--- config.mk ---
export PLATFORM = sky130hd
export DESIGN_NAME = stream_demux_1to2
export DESIGN_NICKNAME = d
export VERILOG_FILES = /design/src/rtl/stream_demux_1to2.sv
export SDC_FILE = /design/constraint.sdc
export NUM_CORES = 1
export LEC_CHECK = 0
export ABC_AREA = 1
export CAP_MARGIN = 10
export CORE_MARGIN = 2
export CORE_UTILIZATION = 41
export DETAILED_ROUTE_END_ITERATION = 10
export GPL_TIMING_DRIVEN = 0
export PLACE_DENSITY = 0.85
export SLEW_MARGIN = 20
export SYNTH_ARGS = -nofsm -noshare
export SYNTH_HDL_FRONTEND = slang
export SYNTH_SLANG_ARGS = --single-unit
--- constraint.sdc ---
create_clock -name clk -period 2.11 [get_ports clk]
set_clock_uncertainty 0.2 [all_clocks]
set_input_delay 0.211 -clock clk [delete_from_list [all_inputs] [get_ports clk]]
set_output_delay 0.211 -clock clk [all_outputs]
set_load 0.005 [all_outputs]
--- src/rtl/stream_demux_1to2.sv ---
// Packet-aware 1-to-2 valid/ready demux with one registered stage per port.
// Define DEMUX_STATS_EN to build the per-port delivered-packet counters.
module stream_demux_1to2 #(
  parameter int DATA_W = 8,
  parameter int CNT_W  = 16
) (
  input  logic              clk,
  input  logic              rst_n,
  input  logic              in_valid,
  output logic              in_ready,
  input  logic [DATA_W-1:0] in_data,
  input  logic              in_last,
  input  logic              in_sel,
  output logic              out0_valid,
  input  logic              out0_ready,
  output logic [DATA_W-1:0] out0_data,
  output logic              out0_last,
  output logic              out1_valid,
  input  logic              out1_ready,
  output logic [DATA_W-1:0] out1_data,
  output logic              out1_last,
  output logic [CNT_W-1:0]  pkt_cnt0,
  output logic [CNT_W-1:0]  pkt_cnt1
);

  typedef enum logic {
    IDLE = 1'b0,
    PKT  = 1'b1
  } state_t;

  typedef struct packed {
    logic [DATA_W-1:0] data;
    logic              last;
  } beat_t;

  state_t state_q;
  logic   route_q;
  logic   target;
  logic   ld0;
  logic   ld1;
  logic   acc;
  logic   acc0;
  logic   acc1;
  beat_t  beat;
  beat_t  p0_q;
  beat_t  p1_q;

  // in_sel only matters on the first beat of a packet
  assign target   = (state_q == PKT) ? route_q : in_sel;
  assign ld0      = !out0_valid | out0_ready;
  assign ld1      = !out1_valid | out1_ready;
  assign in_ready = target ? ld1 : ld0;
  assign acc      = in_valid & in_ready;
  assign acc0     = acc & !target;
  assign acc1     = acc & target;
  assign beat     = '{data: in_data, last: in_last};

  always_ff @(posedge clk or negedge rst_n) begin
    if (!rst_n) begin
      state_q <= IDLE;
      route_q <= 1'b0;
    end else if (acc) begin
      unique case (state_q)
        IDLE: begin
          if (!in_last) begin
            state_q <= PKT;
            route_q <= in_sel;
          end
        end
        PKT: begin
          if (in_last) state_q <= IDLE;
        end
      endcase
    end
  end

  always_ff @(posedge clk or negedge rst_n) begin
    if (!rst_n) begin
      out0_valid <= 1'b0;
      p0_q       <= '0;
    end else if (ld0) begin
      out0_valid <= acc0;
      if (acc0) p0_q <= beat;
    end
  end

  always_ff @(posedge clk or negedge rst_n) begin
    if (!rst_n) begin
      out1_valid <= 1'b0;
      p1_q       <= '0;
    end else if (ld1) begin
      out1_valid <= acc1;
      if (acc1) p1_q <= beat;
    end
  end

  assign out0_data = p0_q.data;
  assign out0_last = p0_q.last;
  assign out1_data = p1_q.data;
  assign out1_last = p1_q.last;

`ifdef DEMUX_STATS_EN
  logic [CNT_W-1:0] cnt0_q;
  logic [CNT_W-1:0] cnt1_q;

  // counts wrap naturally at 2^CNT_W
  always_ff @(posedge clk or negedge rst_n) begin
    if (!rst_n) begin
      cnt0_q <= '0;
      cnt1_q <= '0;
    end else begin
      if (acc0 && in_last) cnt0_q <= cnt0_q + 1'b1;
      if (acc1 && in_last) cnt1_q <= cnt1_q + 1'b1;
    end
  end

  assign pkt_cnt0 = cnt0_q;
  assign pkt_cnt1 = cnt1_q;
`else
  assign pkt_cnt0 = '0;
  assign pkt_cnt1 = '0;
`endif

endmodule

==> results of run 1 <==
layer usage:
layer  track usage, %  wire (um)  vias to the layer above
li1                 -          -                      475
met1             16.0        916                      393
met2             25.0       1130                       35
met3             2.23        168                        2
met4             4.98         12                        0
met5                0          0                        -
flip-flops by register name (all words and copies together) (netlist names):
signal      flops
out1_last       1
out0_data       8
route_q         1
out1_data       8
out0_valid      1
out1_valid      1
out0_last       1
state_q         1
area by class of cell:
| cell class | instances | share of cell area (%) |
|---|---|---|
| plain buffers | 36 | 16.2 |
| clock buffers | 4 | 2.06 |
| inverters | 12 | 2.55 |
| multi-input cells | 88 | 25.2 |
| flip-flops and latches | 22 | 31.2 |
| well taps | 31 | 2.20 |
| repair buffers | 37 | 20.6 |
cell usage in the layout, fill, tap and decap left out, drive strengths merged, types with 2 or more instances in the layout:
master         instances
o21ai                 18
nand4                  2
nand3                  5
clkbuf                 4
buf                   38
nand2                 30
dfrtp                 22
conb                  32
clkdlybuf4s50         34
inv                   12
what timing repair did:
action / CTS / global route
buffers inserted: 0 / 1
gates resized for setup: 0 / 2
setup endpoints to repair: 0 / 1
hold buffers: 0 / 1
hold endpoints to repair: 0 / 22
stage by stage:
| stage | std cells | area [um^2] | worst slack [ps] | hold WS, ps | total power, mW |
|---|---|---|---|---|---|
| global route | 230 | 1760 | 9.85 | 239 | 2.08 |
| detailed placement | 224 | 1710 | 144 | 267 | 1.72 |
| finish | 230 | 1760 | 103 | 195 | 1.94 |
| global placement | 224 | 1710 | 158 | 267 | 1.69 |
| CTS | 228 | 1750 | 34.6 | 249 | 1.95 |
| floorplan | 158 | 1320 | 880 | -285 | 1.21 |
power by group:
| group | internal, mW | switching (mW) |
|---|---|---|
| Clock | 0.105 | 0.116 |
| Sequential | 0.622 | 0.114 |
| Combinational | 0.584 | 0.395 |
cell usage after synthesis:
| library cell | number | area share, % |
|---|---|---|
| buf_4 | 32 | 20 |
| nand2_1 | 27 | 8.4 |
| dfrtp_1 | 22 | 46 |
| o21ai_2 | 16 | 12 |
| inv_1 | 12 | 3.7 |
| buf_6 | 4 | 3.7 |
| nand3_1 | 4 | 1.7 |
| nand2_2 | 3 | 1.6 |
| o21ai_1 | 2 | 0.83 |
| conb_1 | 1 | 0.31 |
| nand3_2 | 1 | 0.83 |
| nand4_1 | 1 | 0.52 |
| nand4_2 | 1 | 1.0 |
| nor2_1 | 1 | 0.31 |
cell families (layout without fill, tap and decap cells):
| kind of cell | Yosys count | count (layout) | share of synthesized area (%) |
|---|---|---|---|
| buf+inv | 48 | 89 | 27.4 |
| flops | 22 | 22 | 45.6 |
| compound gates | 18 | 18 | 12.4 |
| simple gates | 38 | 38 | 14.3 |
| other cells | 1 | 32 | 0.311 |
worst max-delay path, stage by stage, from the launching register on:
cell and delay, ps:
dfrtp_1 440, inv_2 70, nand2_2 60, nand2_2 70, nand2_1 70, nand2_2 90
clkdlybuf4s50_1 500
how the worst min path moves through the flow:
stage,start,end,cells after the start
floorplan,rst_n,out0_data[0]$_DFFE_PN0P_,0
global placement,out1_data[1]$_DFFE_PN0P_,out1_data[1]$_DFFE_PN0P_,2
detailed placement,out1_data[1]$_DFFE_PN0P_,out1_data[1]$_DFFE_PN0P_,2
CTS,rst_n,out1_data[2]$_DFFE_PN0P_,1
global route,rst_n,out0_valid$_DFFE_PN0P_,2
finish,rst_n,out1_data[2]$_DFFE_PN0P_,2
==> run_results.csv, run 1 <==
group,metric,value,unit
floorplanning,die_area,3390,um^2
global_routing,grt_pass1_wl,3530,um
setup_path,critical_path.startpoint,"state_q$_DFFE_PN0N_",
setup_path,worstRegToRegCells,7,
setup_path,worstPathArrival,1600,ps
global_routing,grt-ovfl-total,0,
placed_design,numPortBuffers,35,
placed_design,gpl.final_weighted_congestion,0.661,
yosys,ys_seq_elements,22,
finish,design.final.nets,215,
setup_path,worst_setup_path_end_kind,"output pin",
detailed_routing,number_of_vias_per_cell_after_detailed_routing,3.93,
detailed_routing,drtAntennaViolNets,0,
sta,setup_viol,0,
finish,drive_above_1_share,32.7,%
detailed_routing,wl_per_cell,9.68,um
sta,final.min_clock_period,2010,ps
finish,final_util,63.4,%
yosys,syn-instance-count,127,
yosys,synth_area,1210,um^2
setup_path,critPathMaxFanout,4,
finish,fillers,247,
clocking,htree_num_levels,1,
worst_hold_path,hold_path_class,"in -> async",
detailed_routing,finalWirelength,2230,um
setup_path,criticalPathCategory,"reg -> out",
setup_path,ff2ff_setup_slack,790,ps
yosys,post_synthesis_average_cell_area,9.51,um^2
clocking,cts.path.max_buffers,2,
clocking,clkLatencyLatePin,300,ps
sta,final_hold_viol_count,0,
detailed_routing,dr.pass1.iters,4,
setup_path,required,1700,ps
placed_design,hpwlAfterDp,1730,um
pwr,ir_drop,0.757,mV
clocking,root_buf_cell,"clkbuf_4",
clocking,clk_transition_reported_paths,110,ps
clocking,cts_inserted_buffers,3,
setup_path,start_kind,"flip-flop",
setup_path,worst_r2r_startpoint,"state_q$_DFFE_PN0N_",
setup_path,cp-endpoint,"in_ready",
detailed_routing,drcViolationCount,0,
global_routing,number_of_antenna_violations_at_the_first_check_in_global_routing,0,
floorplanning,placement_rows,19,
detailed_routing,drt_iter0_markers,10,
pwr,power_density,1100,nW/um^2
finish,area.growth.synth_to_final,46.1,%
run,cap_violations,0,
clocking,clock_tree_from_tritoncts,"yes",
pwr,cellLeakagePower,0.951,nW
sta,fmax,498,MHz
setup_path,timing.rr.end,"out1_data[3]$_DFFE_PN0P_",
floorplanning,initial_utilization,43.4,%
global_routing,grt_pass1_vias,806,
finish,layout.area.seq,551,um^2
yosys,synth.distinct_cells,14,
finish,antenna-diode-count,0,
finish,multiInputGateArea,445,um^2
global_routing,largest_net_degree_at_the_start_of_global_routing,23,
floorplanning,fp.dieW,58.3,um
clocking,tritoncts_num_sinks,22,
sta,timing.final.crit_share,95.1,%
sta,timing.setup.tns,0,ps
detailed_routing,route.vias.total,905,
floorplanning,io_pins,68,
yosys,synth-warning-count,0,
sta,grt_setup_unrepaired,"false",
global_routing,tot_gr_track_use,13.7,%
sta,maxSlewViolCount,0,
yosys,ys_seq_area_share,45.6,%
outcome,run_status,"completed",
floorplanning,die_h,58.3,um
floorplanning,core-area,2780,um^2
(Power assumes the default switching activity.)
==> run 2: changes to the inputs <==
--- a/config.mk
+++ b/config.mk
@@ -8,10 +8,10 @@
 export ABC_AREA = 1
 export CAP_MARGIN = 10
 export CORE_MARGIN = 2
-export CORE_UTILIZATION = 41
+export CORE_UTILIZATION = 36
 export DETAILED_ROUTE_END_ITERATION = 10
 export GPL_TIMING_DRIVEN = 0
-export PLACE_DENSITY = 0.85
+export PLACE_DENSITY = 0.76
 export SLEW_MARGIN = 20
 export SYNTH_ARGS = -nofsm -noshare
 export SYNTH_HDL_FRONTEND = slang
==> run_results.csv, run 2 (same netlist as run 1, synthesis figures left out) <==
group,metric,value,unit
outcome,run_status,"completed",
setup_path,cp-endpoint,"in_ready",
sta,final_hold_viol_count,0,
detailed_routing,drtAntennaViolNets,0,
setup_path,start_kind,"flip-flop",
global_routing,tot_gr_track_use,12.4,%
sta,maxSlewViolCount,0,
clocking,clk_transition_reported_paths,120,ps
detailed_routing,finalWirelength,2250,um
detailed_routing,drcViolationCount,0,
sta,finalWorstSetupSlack,86.1,ps
finish,layout_common_cells,"buf_4 (34), clkdlybuf4s50_1 (34), conb_1 (32)",
placed_design,post-place-ws,156,ps
setup_path,critPathMostFrequentCell,"nand2_2",
detailed_routing,wl_per_cell,9.13,um
setup_path,worstPathArrival,1610,ps
clocking,root_buf_cell,"clkbuf_4",
setup_path,critical_path.slowest_cell,"clkdlybuf4s50_1",
sta,setup_viol,0,
setup_path,crit_chain,"inv_1 > nand2_2 > nand2_2 > nand2_1 > nand2_2 > clkdlybuf4s50_1",
setup_path,worst_r2r_startpoint,"state_q$_DFFE_PN0N_",
pwr,cellLeakagePower,0.957,nW
clocking,clock_tree_from_tritoncts,"yes",
pwr,power_density,1090,nW/um^2
global_routing,grt-ovfl-total,0,
setup_path,required,1700,ps
clocking,clkLatencyLatePin,300,ps
sta,final.min_clock_period,2020,ps
sta,timing.setup.tns,0,ps
clocking,htree_num_levels,1,
clocking,cts.path.max_buffers,2,
finish,area.growth.synth_to_final,48.3,%
setup_path,cp_num_buf_inv,2,
finish,drive_above_1_share,32.5,%
detailed_routing,route.vias.total,911,
finish,design.final.nets,216,
setup_path,timing.critical_path.depth,6,
floorplanning,fp.dieW,61.9,um
global_routing,grt_pass1_vias,769,
detailed_routing,number_of_vias_per_cell_after_detailed_routing,3.70,
placed_design,gpl.final_weighted_congestion,0.672,
run,cap_violations,0,
floorplanning,core-area,3280,um^2
pwr,fin_total_pwr,1.95,mW
floorplanning,io_pins,68,
setup_path,critPathMaxFanout,4,
pwr,ir_drop,0.494,mV
setup_path,worstRegToRegCells,7,
floorplanning,die_area,3830,um^2
clocking,tritoncts_num_sinks,22,
sta,timing.final.crit_share,95.9,%
global_routing,grt_pass1_wl,3420,um
worst_hold_path,hold_path_class,"in -> async",
setup_path,criticalPathCategory,"reg -> out",
placed_design,numPortBuffers,35,
clocking,cts_inserted_buffers,3,
floorplanning,initial_utilization,36.8,%
finish,fillers,297,
global_routing,largest_net_degree_at_the_start_of_global_routing,23,
floorplanning,die_h,61.9,um
detailed_routing,dr.pass1.iters,4,
placed_design,hpwlAfterDp,1690,um
setup_path,timing.rr.end,"out1_data[1]$_DFFE_PN0P_",
sta,fmax,494,MHz
floorplanning,placement_rows,21,
global_routing,number_of_antenna_violations_at_the_first_check_in_global_routing,0,
detailed_routing,drt_iter0_markers,21,
setup_path,critical_path.top_delay_family,"buffers and inverters",
setup_path,critical-path-max-stage-delay,500,ps
setup_path,ff2ff_setup_slack,780,ps
setup_path,worst_setup_path_end_kind,"output pin",
finish,final_util,54.5,%
setup_path,critical_path.startpoint,"state_q$_DFFE_PN0N_",
finish,antenna-diode-count,0,
## run 2: changes by cell type in the layout (fill, tap and decap cells not counted), sizes merged
cell,before,now
buf,38,39
## run 2: metal layers
| layer | vias up | global-route usage [%] | share of wire, % |
|---|---|---|---|
| met1 | 400 | 16.1 | 43 |
| met2 | 31 | 20.5 | 51 |
| met5 | - | 0 | 0 |
| met3 | 2 | 1.86 | 5.7 |
| met4 | 0 | 5.47 | 0.76 |
| li1 | 478 | - | - |
## run 2: worst min-delay path by stage
stage,from,end,slack (ps)
finish,rst_n,route_q$_DFFE_PN0P_,190
global route,rst_n,route_q$_DFFE_PN0P_,240
CTS,rst_n,out1_data[6]$_DFFE_PN0P_,260
detailed placement,out0_data[6]$_DFFE_PN0P_,out0_data[6]$_DFFE_PN0P_,270
global placement,out0_data[0]$_DFFE_PN0P_,out0_data[0]$_DFFE_PN0P_,260
floorplan,rst_n,out0_data[0]$_DFFE_PN0P_,-280
## run 2: layout make-up
class	count	area (um^2)	share of cell area, %
buffer	36	285	15.9
clock buffer	4	36.3	2.03
inverter	12	45.0	2.52
multi-input combinational	88	445	24.9
sequential	22	551	30.7
tap	46	57.6	3.21
timing repair buffer	38	370	20.7
## run 2: metrics by stage
step	cell area (um^2)	hold slack [ps]	cells
after floorplan	1320	-285	158
after global placement	1730	265	239
after CTS	1770	260	243
after detailed placement	1730	269	239
after global routing	1790	237	246
final	1790	189	246
## run 2: repair_timing
action / CTS / global route
hold buffers: 0 / 1
setup endpoints to repair: 0 / 1
buffers inserted: 0 / 2
resized for setup: 0 / 1
endpoints found under the hold margin: 0 / 22
## run 2: power by group
part | switching, mW | total, mW | internal, mW
Clock | 0.124 | 0.229 | 0.105
Sequential | 0.114 | 0.736 | 0.622
Combinational | 0.392 | 0.985 | 0.593
Total | 0.630 | 1.95 | 1.32
## run 2: worst reg2reg max path: stages, from the launching register on
cell and delay [ps]:
dfrtp_1 440, inv_1 80, nand2_2 70, nand2_2 70, nand3_2 80, buf_6 160, nand2_1 70, o21ai_2 50
